==> config.mk <==
export PLATFORM = sky130hd
export DESIGN_NAME = uart_rx_flat
export DESIGN_NICKNAME = d
export VERILOG_FILES = /design/src/rtl/uart_rx_if.sv /design/src/rtl/uart_rx.sv /design/src/flat_wrapper.sv
export SDC_FILE = /design/constraint.sdc
export NUM_CORES = 1
export LEC_CHECK = 0
export ABC_AREA = 1
export CAP_MARGIN = 25
export CORE_ASPECT_RATIO = 0.6
export CORE_MARGIN = 4
export CORE_UTILIZATION = 48
export CTS_CLUSTER_DIAMETER = 80
export CTS_CLUSTER_SIZE = 14
export DETAILED_ROUTE_END_ITERATION = 12
export GPL_TIMING_DRIVEN = 0
export PLACE_DENSITY_LB_ADDON = 0.2
export SLEW_MARGIN = 20
export SYNTH_ARGS = -nofsm -noshare
export SYNTH_HDL_FRONTEND = slang
export SYNTH_SLANG_ARGS = --single-unit
==> constraint.sdc <==
create_clock -name clk -period 1.9 [get_ports clk]
set_input_delay 0.19 -clock clk [delete_from_list [all_inputs] [get_ports clk]]
set_output_delay 0.19 -clock clk [all_outputs]
set_load 0.01 [all_outputs]
==> src/rtl/uart_rx_if.sv <==
// Bus window for the UART receiver: select, read strobe, byte-lane writes and combinational read data.
interface uart_rx_if;
  logic        sel_in;
  logic        read_in;
  logic [3:0]  write_mask_in;
  logic [31:0] address_in;
  logic [31:0] write_value_in;
  logic [31:0] read_value_out;

  modport master (
    output sel_in, read_in, write_mask_in, address_in, write_value_in,
    input  read_value_out
  );

  modport slave (
    input  sel_in, read_in, write_mask_in, address_in, write_value_in,
    output read_value_out
  );
endinterface

==> src/rtl/uart_rx.sv <==
// 8N1 UART receiver with mid-bit sampling, receive buffer and W1C error flags.
// Define UART_RX_FIFO_EN for a 4-entry FIFO; otherwise a single holding register is used.
module uart_rx (
  input  logic      clk,
  input  logic      reset,
  input  logic      rx_in,
  output logic      rx_irq_out,
  uart_rx_if.slave  bus
);

  typedef enum logic [2:0] {StIdle, StStart, StData, StStop, StWaitHigh} state_e;

  state_e      state_q;
  logic [15:0] cnt_q;
  logic [2:0]  idx_q;
  logic [7:0]  shreg_q;
  logic [15:0] clk_div_q;
  logic        sync1_q, rx_sync;
  logic        overrun_q, frame_err_q;
  logic        push, frame_set, pop, do_push, valid, full;
  logic [7:0]  head;
  logic [1:0]  reg_sel;

  logic unused_bus;
  assign unused_bus = ^{bus.address_in[31:4], bus.address_in[1:0],
                        bus.write_value_in[31:16], bus.write_mask_in[3:2]};

  assign reg_sel = bus.address_in[3:2];

  always_ff @(posedge clk) begin
    if (reset) begin
      sync1_q <= 1'b1;
      rx_sync <= 1'b1;
    end else begin
      sync1_q <= rx_in;
      rx_sync <= sync1_q;
    end
  end

  always_ff @(posedge clk) begin
    if (reset) begin
      state_q <= StIdle;
      cnt_q   <= '0;
      idx_q   <= '0;
      shreg_q <= '0;
    end else begin
      unique case (state_q)
        StIdle: begin
          if (!rx_sync) begin
            cnt_q   <= clk_div_q >> 1;
            state_q <= StStart;
          end
        end
        StStart: begin
          if (cnt_q != 16'd0) begin
            cnt_q <= cnt_q - 16'd1;
          end else if (!rx_sync) begin
            cnt_q   <= clk_div_q;
            idx_q   <= '0;
            state_q <= StData;
          end else begin
            state_q <= StIdle;
          end
        end
        StData: begin
          if (cnt_q != 16'd0) begin
            cnt_q <= cnt_q - 16'd1;
          end else begin
            shreg_q <= {rx_sync, shreg_q[7:1]};
            cnt_q   <= clk_div_q;
            idx_q   <= idx_q + 3'd1;
            if (idx_q == 3'd7) state_q <= StStop;
          end
        end
        StStop: begin
          if (cnt_q != 16'd0) begin
            cnt_q <= cnt_q - 16'd1;
          end else if (rx_sync) begin
            state_q <= StIdle;
          end else begin
            state_q <= StWaitHigh;
          end
        end
        StWaitHigh: begin
          if (rx_sync) state_q <= StIdle;
        end
        default: state_q <= StIdle;
      endcase
    end
  end

  assign push      = (state_q == StStop) && (cnt_q == 16'd0) && rx_sync;
  assign frame_set = (state_q == StStop) && (cnt_q == 16'd0) && !rx_sync;
  assign pop       = bus.sel_in && bus.read_in && (reg_sel == 2'b10) && valid;
  // A pop on the same edge frees the slot, so a push while full still lands.
  assign do_push   = push && (!full || pop);

`ifdef UART_RX_FIFO_EN
  logic [7:0] mem_q [4];
  logic [1:0] wp_q, rp_q;
  logic [2:0] count_q;

  always_ff @(posedge clk) begin
    if (do_push) mem_q[wp_q] <= shreg_q;
  end

  always_ff @(posedge clk) begin
    if (reset) begin
      wp_q    <= '0;
      rp_q    <= '0;
      count_q <= '0;
    end else begin
      if (do_push) wp_q <= wp_q + 2'd1;
      if (pop)     rp_q <= rp_q + 2'd1;
      if (do_push && !pop)      count_q <= count_q + 3'd1;
      else if (!do_push && pop) count_q <= count_q - 3'd1;
    end
  end

  assign valid = (count_q != 3'd0);
  assign full  = (count_q == 3'd4);
  assign head  = mem_q[rp_q];
`else
  logic [7:0] hold_q;
  logic       count_q;

  always_ff @(posedge clk) begin
    if (reset) begin
      hold_q  <= '0;
      count_q <= 1'b0;
    end else if (do_push) begin
      hold_q  <= shreg_q;
      count_q <= 1'b1;
    end else if (pop) begin
      count_q <= 1'b0;
    end
  end

  assign valid = count_q;
  assign full  = count_q;
  assign head  = hold_q;
`endif

  always_ff @(posedge clk) begin
    if (reset) begin
      clk_div_q   <= '0;
      overrun_q   <= 1'b0;
      frame_err_q <= 1'b0;
    end else begin
      if (bus.sel_in && (reg_sel == 2'b00)) begin
        if (bus.write_mask_in[0]) clk_div_q[7:0]  <= bus.write_value_in[7:0];
        if (bus.write_mask_in[1]) clk_div_q[15:8] <= bus.write_value_in[15:8];
      end
      // Setting has priority over a simultaneous W1C.
      if (push && full && !pop) begin
        overrun_q <= 1'b1;
      end else if (bus.sel_in && (reg_sel == 2'b01) && bus.write_mask_in[0] &&
                   bus.write_value_in[1]) begin
        overrun_q <= 1'b0;
      end
      if (frame_set) begin
        frame_err_q <= 1'b1;
      end else if (bus.sel_in && (reg_sel == 2'b01) && bus.write_mask_in[0] &&
                   bus.write_value_in[2]) begin
        frame_err_q <= 1'b0;
      end
    end
  end

  always_comb begin
    bus.read_value_out = '0;
    if (bus.sel_in) begin
      unique case (reg_sel)
        2'b00:   bus.read_value_out = {16'b0, clk_div_q};
        2'b01:   bus.read_value_out = {28'b0, full, frame_err_q, overrun_q, valid};
        2'b10:   bus.read_value_out = valid ? {24'b0, head} : 32'b0;
        default: bus.read_value_out = '0;
      endcase
    end
  end

  assign rx_irq_out = valid;

endmodule
==> src/flat_wrapper.sv <==
// flat-port wrapper written by rule: the top's interface ports become plain ports
module uart_rx_flat 
  (clk, reset, rx_in, rx_irq_out, bus_sel_in, bus_read_in, bus_write_mask_in, bus_address_in, bus_write_value_in, bus_read_value_out);
  uart_rx_if bus_i ();
  input  logic clk;
  input  logic reset;
  input  logic rx_in;
  output logic rx_irq_out;
  input wire logic [$bits(bus_i.sel_in)-1:0] bus_sel_in;
  input wire logic [$bits(bus_i.read_in)-1:0] bus_read_in;
  input wire logic [$bits(bus_i.write_mask_in)-1:0] bus_write_mask_in;
  input wire logic [$bits(bus_i.address_in)-1:0] bus_address_in;
  input wire logic [$bits(bus_i.write_value_in)-1:0] bus_write_value_in;
  output wire logic [$bits(bus_i.read_value_out)-1:0] bus_read_value_out;
  assign bus_i.sel_in = bus_sel_in;
  assign bus_i.read_in = bus_read_in;
  assign bus_i.write_mask_in = bus_write_mask_in;
  assign bus_i.address_in = bus_address_in;
  assign bus_i.write_value_in = bus_write_value_in;
  assign bus_read_value_out = bus_i.read_value_out;
  uart_rx u_core (.clk(clk), .reset(reset), .rx_in(rx_in), .rx_irq_out(rx_irq_out), .bus(bus_i));
endmodule
==> results of run 1 <==
## cells in the final DEF (no fill, tap or decap), types with 4 or more instances in the layout
master / count
nand4_1: 7
clkdlybuf4s50_1: 22
nor2_2: 4
conb_1: 16
nand3_1: 31
buf_4: 24
o21ai_0: 43
dlygate4sd2_1: 16
dfxtp_1: 59
inv_1: 63
nor2_1: 74
clkbuf_1: 8
a21oi_1: 38
clkbuf_16: 9
nand2_1: 104
o21ai_1: 6
a31oi_1: 6
xor2_1: 6
buf_2: 4
o211ai_1: 5
nor2_4: 7
inv_2: 6
## power groups by stage
| stage | logic, mW | clock network, mW | registers [mW] |
|---|---|---|---|
| 3_5_place_dp | 2.27 | 0 | 1.57 |
| 2_1_floorplan | 1.79 | 0 | 1.53 |
| 5_1_grt | 2.75 | 1.86 | 1.58 |
| 4_1_cts | 2.32 | 1.81 | 1.55 |
| 3_3_place_gp | 2.22 | 0 | 1.56 |
| 6_report | 2.51 | 1.80 | 1.57 |
## kinds of logic (layout without fill, tap and decap cells)
logic type               count (synthesis)  in the layout  synth area share [%]
adder cells (fa/ha/maj)                  3              3                  1.06
XOR/XNOR                                 9              9                  2.22
other                                    1             16                 0.106
AND/OR/NAND/NOR                        245            245                  32.2
buffers and inverters                  103            168                  13.5
flip-flops                              59             59                  33.3
AO/OA/AOI/OAI                          111            111                  17.6
## worst max-delay path by stage
stage / cells past startpoint / slack [ns] / end / start
after floorplan: 10 / 0.28 / u_core.shreg_q[1] / u_core.cnt_q[0]
after global placement: 6 / -0.52 / bus_read_value_out[7] / bus_address_in[3]
after detailed placement: 6 / -0.51 / bus_read_value_out[5] / bus_address_in[3]
after CTS: 11 / 0.006 / u_core.cnt_q[13] / u_core.cnt_q[0]
after global routing: 9 / -0.03 / u_core.head[5] / u_core.cnt_q[6]
final: 10 / 0.1 / u_core.head[5] / u_core.cnt_q[0]
## flip-flops by register name (all words and copies together) (netlist names)
name and cells:
u_core.rx_sync 1, u_core.clk_div_q 16, u_core.cnt_q 16, u_core.rx_irq_out 1, u_core.shreg_q 8, u_core.sync1_q 1
u_core.head 8, u_core.overrun_q 1, u_core.idx_q 3, u_core.state_q 3, u_core.frame_err_q 1
## through the flow
stage	power (mW)	utilization [%]	cell area (µm²)
global route	6.20	65.9	4550
detailed placement	3.84	59.5	4110
finish	5.87	65.9	4550
floorplan	3.32	-	3600
global placement	3.78	59.5	4110
CTS	5.68	64.6	4460
## routing by layer
metal,vias up,track usage [%]
met5,-,0
li1,1840,-
met2,187,37.4
met1,1754,35.0
met4,0,8.86
met3,17,6.91
## cells in the mapped netlist, types with 2 or more instances
cell | instances | area [µm²]
or2_2 | 3 | 18.8
o211ai_1 | 5 | 37.5
o21ai_0 | 45 | 225
xor2_1 | 6 | 52.6
inv_2 | 4 | 15.0
nor2_2 | 5 | 31.3
nor2_4 | 4 | 45.0
nand3_1 | 31 | 155
a21oi_1 | 38 | 190
nand3b_1 | 2 | 15.0
nand2_1 | 105 | 394
xnor2_1 | 3 | 26.3
a21oi_2 | 2 | 17.5
ha_1 | 3 | 37.5
nand2_2 | 2 | 12.5
nor3_1 | 2 | 10.0
nand4_1 | 7 | 43.8
buf_2 | 5 | 25.0
buf_6 | 3 | 33.8
o21ai_1 | 4 | 20.0
nand3_4 | 3 | 52.6
dfxtp_1 | 59 | 1180
nor2_1 | 76 | 285
buf_4 | 16 | 120
o21ai_2 | 3 | 26.3
clkbuf_1 | 8 | 30.0
a221oi_1 | 2 | 17.5
inv_1 | 65 | 244
nor2_8 | 2 | 40.0
a31oi_1 | 6 | 37.5
## cell type report
class / count / area share, %
buffer: 33 / 5.00
clock buffer: 12 / 5.63
clock inverter: 4 / 1.59
inverter: 70 / 5.83
multi-input combinational: 384 / 43.7
sequential: 59 / 25.9
tap: 87 / 2.39
timing repair buffer: 49 / 9.87
## worst max-delay path: stages (launching register included)
cell     delay [ns]
dfxtp_1        0.32
inv_1          0.09
ha_2           0.22
nand2_4        0.10
nor2_4         0.18
nand3_4        0.13
nor3_4         0.23
buf_4          0.16
buf_6          0.12
o21ai_2        0.05
a21oi_2        0.12
## what timing repair did
item / 4_1_cts / 5_1_grt
setup buffers: 3 / 5
cloned: 0 / 1
endpoints found under the setup margin: 19 / 36
gates resized for setup: 26 / 14
pin swaps: 2 / 4
==> metrics.txt, run 1 <==
CTS sink cnt 59; Fin. Hold Viols 0; Synth-to-Final Area Change 28.4%; die area 0.00887 mm²; worst hold-check path type reg2reg; Crit Reg-Reg Endpoint u_core.head[5]; drt pass-1 iters 5; CTS buffer count 9; status completed; Die Wd 119 µm; global-route wire length before repair 17200 µm; largest net degree at the start of global routing 11; asr flop ratio synth 0%; top fanout value on the critical path 5; number of distinct library cells after synthesis 42; Core ar. 0.00691 mm²; via count 3798; Final Skew 0.00757 ns; worst hold path depth 1; Hold EP u_core.rx_sync; Sum Neg Setup Slack 0 ns; hold buffers post-CTS 0; Final Slew Violations 0; startpoint type of the worst setup path register; die span in y 74.6 µm; clk slew on worst S/H paths 0.05 ns; Nets 682; Initial Utilization 51.4%; Max Cap Violations 0; Slew HR 62.1%; Reg power frac 26.7%; Finished Layout Cells 698; min Tclk post-route 1.80 ns; combinational power share 42.7%; Routed WL 10900 µm; post-DP HPWL 7910 µm; Cells after Synth 531; Internal 3.47 mW; FF+latch area 0.00118 mm²; CTS tree done; Routed WL per cell 15.7 µm; crit share post-route 94.9%; worst setup margin 0.0978 ns; row cnt 23; share of cells above drive strength 1 14.9%; met3 routed WL 1070 µm; CTS root buffer clkbuf_16; WL met1 5130 µm; sequential area share after synthesis 33.3%; Ports 106; Worst Path Required 2.17 ns; crit end category register; Post-Place Cells 673; Post-synth EDFFs 0; Avg Inst Size Synth 6.68 µm²; max layer used met4; Finish-stage setup viols 0; P_sw 2.40 mW; crit path DAT 2.07 ns; setup slack, reg-to-reg 0.1 ns; DR DRC count 0; placer congestion estimate 0.960; antenna-violating nets left 0; hold path startpoint u_core.sync1_q; Clock power frac 30.6%; Power Density 1290 mW/mm²; Diodes inserted 0; I/O Buffers 40; area taken by multi-input logic gates 0.00199 mm²; worst setup path class reg2reg; Met2 Wirelength 4610 µm; H-tree Lvls 3; main flop type after synthesis dfxtp_1; Clock Tree Buf Depth 2; GRT Util Overall 25.0%; vias in the first global route 3481; YS warnings 0; slew of the pin with the lowest slew margin 0.568 ns; FILL cells 611; Skew-Pair Late Insertion Delay 0.34 ns; grt ovf 0; minimum hold slack 0.412 ns; DRT iter0 DRCs 326; flops & latches, synth 59; R2R depth 10; fmax 555 MHz; via/cell ratio 5.44; mapped cell area 0.00355 mm²; Leakage 2.11 nW; pre-CTS setup slack -0.512 ns; worst r2r src u_core.cnt_q[0]; Sw Share 40.9%; Worst VDD drop 0.487 mV; antenna violations before repair 0
Power figures use the tool's default switching activity.
==> run 2, diff against run 1 <==
CELL_PAD_IN_SITES_DETAIL_PLACEMENT = 1   (was unset)
CELL_PAD_IN_SITES_GLOBAL_PLACEMENT = 1   (was unset)
CORE_UTILIZATION = 33   (was 48)
==> metrics.txt, run 2 (synthesized netlist as in run 1, its figures left out) <==
placer congestion estimate 0.871 (-9.2%); slew of the pin with the lowest slew margin 0.606 ns (+0.0378 ns); Slew HR 59.6% (-2.5 points); Ports 106 (unchanged); Clock power frac 31.1% (+0.5 points); grt ovf 0 (unchanged); Routed WL 13300 µm (+21%); Critical Path Slowest Stage Cell dfxtp_1; unrepaired setup endpoints after global routing true; crit path DAT 2.10 ns (+0.03 ns); worst setup margin 0.0793 ns (-0.0185 ns); crit end category register; via/cell ratio 5.06 (-7.0%); CTS root buffer clkbuf_16; Worst Path Required 2.18 ns (about the same); Leakage 2.09 nW (-0.72%); Final Skew 0.00989 ns (+0.00232 ns); crit share post-route 95.8% (+0.98 points); Worst VDD drop 0.592 mV (+22%); H-tree Lvls 3 (unchanged); CTS buffer count 9 (unchanged); Finish-stage setup viols 0 (unchanged); Nets 685 (+0.44%); Internal 3.62 mW (+4.5%); Sum Neg Setup Slack 0 ns (unchanged); antenna violations before repair 0 (unchanged); Reg power frac 25.2% (-1.5 points); CTS sink cnt 59 (unchanged); Initial Utilization 34.9% (-16 points); Routed WL per cell 17.7 µm (+13%); antenna-violating nets left 0 (unchanged); DRT iter0 DRCs 231 (-29%); drt pass-1 iters 5 (unchanged); die area 0.0125 mm² (+41%); via count 3790 (-0.21%); Power Density 1350 mW/mm² (+4.6%); Finished Layout Cells 749 (+7.3%); I/O Buffers 40 (unchanged); Die Wd 142 µm (+19%); fmax 549 MHz (-1.0%); worst setup path class reg2reg; status completed; DR DRC count 0 (unchanged); Final Slew Violations 0 (unchanged); vias in the first global route 3775 (+8.4%); Clock Tree Buf Depth 2 (unchanged); pre-CTS setup slack -0.602 ns (-0.0903 ns); worst-path cell chain inv_2 -> ha_4 -> nand2_4 -> nor2_4 -> nand2_2 -> clkinvlp_4 -> nand2_1 -> nand4_1 -> nand3_1 -> nand2_1 -> inv_1; Skew-Pair Late Insertion Delay 0.34 ns (about the same); die span in y 88.3 µm (+18%); GRT Util Overall 21.5% (-3.5 points); Total Power 6.27 mW (+6.7%); hold buffers post-CTS 0 (unchanged); Sw Share 42.2% (+1.2 points); share of cells above drive strength 1 16.6% (+1.7 points); Core ar. 0.0102 mm² (+47%); Max Cap Violations 0 (unchanged); minimum hold slack 0.410 ns (-0.00174 ns); CP max stage delay 0.38 ns (+0.06 ns); top fanout value on the critical path 8 (+3); clk slew on worst S/H paths 0.06 ns (about the same); CTS tree done; startpoint type of the worst setup path register; Crit path top cell by count nand2_1; min Tclk post-route 1.82 ns (+0.0185 ns); Post-Place Cells 721 (+7.1%); worst hold-check path type in2reg; combinational power share 43.8% (+1.1 points); commonest non-fill, non-tap cell in the layout nand2_1; Fin. Hold Viols 0 (unchanged); Synth-to-Final Area Change 30.9%; global-route wire length before repair 20500 µm (+19%); top flop regs u_core.clk_div_q: 16 flops, u_core.cnt_q: 16 flops; P_sw 2.64 mW (+9.9%); largest net degree at the start of global routing 13 (+2); most frequent cells in the layout nand2_1, nor2_1, inv_1; post-DP HPWL 9760 µm (+24%); Diodes inserted 0 (unchanged); row cnt 28 (+22%)
[run 2: power by group through the flow]
stage,logic [mW],clock network [mW],registers [mW]
global placement,2.29,0,1.57
floorplan,1.79,0,1.53
detailed placement,2.41,0,1.58
finish,2.74,1.95,1.58
CTS,2.55,1.96,1.56
global route,3.01,2.02,1.60
[run 2: worst paths after layout]
| kind | slack [ns] | cells after the start | to | startpoint |
|---|---|---|---|---|
| max | 0.08 | 11 | u_core.cnt_q[14] | u_core.cnt_q[0] |
| min | 0.41 | 2 | u_core.sync1_q | rx_in |
| max reg2reg | 0.08 | 11 | u_core.cnt_q[14] | u_core.cnt_q[0] |
| min reg2reg | 0.41 | 1 | u_core.rx_sync | u_core.sync1_q |
[run 2: cell type report]
| cell class | count | area (µm²) |
|---|---|---|
| Buffer | 33 | 229 |
| Sequential cell | 59 | 1180 |
| Timing Repair Buffer | 52 | 447 |
| Clock buffer | 9 | 225 |
| Clock inverter | 7 | 125 |
| Inverter | 70 | 269 |
| Fill cell | 1342 | 5520 |
| Tap cell | 135 | 169 |
| Multi-Input combinational cell | 384 | 2000 |
[run 2: what timing repair did]
item | CTS | global route
setup endpoints to repair | 33 | 38
setup buffers | 7 | 5
gates cloned | 0 | 0
gates resized for setup | 30 | 25
pin swaps | 2 | 3
[run 2: per-stage QoR]
stage                     cell area, µm²  util [%]
after global routing                4640      45.7
after CTS                           4590      45.2
after detailed placement            4170      41.1
after global placement              4170      41.1
final                               4640      45.7
after floorplan                     3600         -
[run 2: per-layer routing]
metal / vias to the layer above / part of all wire (%) / track usage, %
li1: 1846 / - / -
met1: 1832 / 49 / 30.3
met2: 92 / 44 / 32.8
met3: 20 / 5.5 / 4.86
met4: 0 / 1.7 / 7.23
met5: - / 0 / 0
[run 2: worst max-delay path, delay by kind of cell, from the launching register on]
kind	cells	cell delay (ns)
fa+ha+maj	1	0.18
buf+inv	3	0.41
flops	1	0.38
simple gates	7	0.79
==> run 3, diff against run 2 <==
CORE_MARGIN = unset   (was 4)
==> metrics.txt, run 3 (synthesized netlist as in run 1, its figures left out) <==
status completed; row cnt 28 (unchanged); Initial Utilization 34.9% (unchanged); Max Cap Violations 0 (unchanged); Clock power frac 31.8% (+0.7 points); final core utilization 45.7% (about the same); FILL cells 1313 (-2.2%); crit path DAT 2.04 ns (-0.06 ns); post-DP HPWL 9460 µm (-3.2%); Skew-Pair Late Insertion Delay 0.33 ns (about the same); met1 Resource Use GR 33.0% (+2.7 points); Buf+Inv Stages, Crit Path 3 (unchanged); worst r2r src u_core.state_q[1]; Routed WL per cell 16.9 µm (-4.6%); share of cells above drive strength 1 16.1% (-0.52 points); DRT iter0 DRCs 200 (-13%); worst-path cell chain inv_2 -> nor2_1 -> inv_2 -> o21ai_1 -> clkbuf_4 -> nand3_1 -> o21ai_0 -> a21oi_1; Die Wd 136 µm (-4.2%); hold buffers post-CTS 0 (unchanged); setup slack, reg-to-reg 0.08 ns (about the same); drt pass-1 iters 4 (-1); Critical Path Slowest Stage Cell dfxtp_1; area taken by multi-input logic gates 0.00201 mm² (+0.88%); Leakage 2.11 nW (+0.83%); hold path startpoint rx_in; crit share post-route 95.5% (-0.29 points); GRT Util Overall 24.3% (+2.8 points); top flop regs u_core.clk_div_q: 16 flops, u_core.cnt_q: 16 flops; DR DRC count 0 (unchanged); largest net degree at the start of global routing 11 (-2); via/cell ratio 5.03 (-0.63%); top fanout value on the critical path 10 (+2); grt ovf 0 (unchanged); Reg power frac 25.2% (about the same); Ports 106 (unchanged); Worst VDD drop 0.583 mV (-1.6%); CTS sink cnt 59 (unchanged); CP max stage delay 0.40 ns (+0.02 ns); Slew HR 56.7% (-2.9 points); Finish-stage setup viols 0 (unchanged); min Tclk post-route 1.82 ns (-0.00547 ns); Diodes inserted 0 (unchanged); H-tree Lvls 3 (unchanged); most used routing layer met2; worst hold-check path type in2reg; fmax 551 MHz (+0.30%); Internal 3.68 mW (+1.6%); via count 3741 (-1.3%); antenna-violating nets left 0 (unchanged); FF+latch area 0.00118 mm² (+0.11%); Final Skew 0.00462 ns (-0.00527 ns); startpoint type of the worst setup path register; met3 Use GR 5.31% (+0.45 points); Crit path top cell by count inv_2; commonest non-fill, non-tap cell in the layout nand2_1; Final Slew Violations 0 (unchanged); Hold EP u_core.sync1_q; Total Power 6.22 mW (-0.70%); CTS tree done; global-route wire length before repair 20200 µm (-1.8%); combinational power share 43.0% (-0.8 points); worst setup path class reg2reg; vias in the first global route 3807 (+0.85%); CTS buffer count 9 (unchanged); R2R depth 8 (-3); die span in y 82.3 µm (-6.8%); Sw Share 40.8% (-1.3 points); Fin. Hold Viols 0 (unchanged); Synth-to-Final Area Change 31.0% (about the same); Worst Path Required 2.12 ns (-0.06 ns); Power Density 1340 mW/mm² (-0.75%); die area 0.0112 mm² (-11%); crit end category register; Clock Tree Buf Depth 2 (unchanged); Nets 680 (-0.73%); CTS root buffer clkbuf_16; Sum Neg Setup Slack 0 ns (unchanged); unrepaired setup endpoints after global routing true; I/O Buffers 40 (unchanged); placer congestion estimate 0.835 (-4.2%); crit path launch u_core.state_q[1]; slew of the pin with the lowest slew margin 0.650 ns (+0.0442 ns); CP delay by family, top buffers and inverters; Crit Reg-Reg Endpoint u_core.idx_q[0]; antenna violations before repair 0 (unchanged); worst hold path depth 2 (unchanged); Core ar. 0.0102 mm² (unchanged); met2 usage 38.7% (+5.9 points); most frequent cells in the layout nand2_1, nor2_1, inv_1; P_sw 2.54 mW (-3.8%); clk slew on worst S/H paths 0.05 ns (about the same); Routed WL 12600 µm (-5.2%)
-- run 3: changes by cell type in the layout (fill, tap and decap cells not counted), sizes merged --
| cell | previous run | this run |
|---|---|---|
| buf | 36 | 32 |
| clkinv | 3 | 1 |
| dlygate4sd2 | 11 | 12 |
| dlymetal6s2s | 0 | 1 |
| inv | 70 | 69 |
-- run 3: worst max path at each step --
stage	end	slack (ns)	cells after the start
after global routing	u_core.idx_q[0]	-0.05	9
after floorplan	u_core.shreg_q[1]	0.28	10
final	u_core.idx_q[0]	0.08	8
after CTS	u_core.cnt_q[1]	0.003	10
after detailed placement	bus_read_value_out[7]	-0.58	6
after global placement	bus_read_value_out[7]	-0.55	6
-- run 3: per-stage QoR --
step           instances  setup slack, ns  hold slack [ns]  instance area [µm²]
6_report             744           0.0848            0.417                 4650
2_1_floorplan        546            0.284            0.294                 3600
4_1_cts              740          0.00266            0.408                 4570
3_3_place_gp         721           -0.549            0.391                 4170
5_1_grt              744          -0.0484            0.417                 4650
3_5_place_dp         721           -0.581            0.408                 4170
-- run 3: power groups by stage --
stage | combinational (mW) | sequential, mW | clock, mW
global route | 2.94 | 1.59 | 2.08
floorplan | 1.79 | 1.53 | 0
detailed placement | 2.40 | 1.58 | 0
global placement | 2.29 | 1.57 | 0
CTS | 2.52 | 1.55 | 2.00
finish | 2.68 | 1.57 | 1.98
-- run 3: cell type report --
cell class | instances | area share, %
multi-input cells | 384 | 43.4
repair buffers | 47 | 9.05
clock buffers | 12 | 5.74
inverters | 70 | 5.79
plain buffers | 33 | 4.90
clock inverters | 4 | 2.05
flip-flops and latches | 59 | 25.5
well taps | 135 | 3.64
-- run 3: metal layers --
layer  vias to the layer above  wire length [µm]
met5                         -                 0
met4                         0               192
met3                        20               643
met2                        96              5340
met1                      1796              6400
li1                       1829                 -
-- run 3: what timing repair did --
action | in CTS | in global routing
pin swaps | 1 | 5
endpoints found under the setup margin | 34 | 28
gates resized for setup | 31 | 23
buffers inserted | 3 | 4
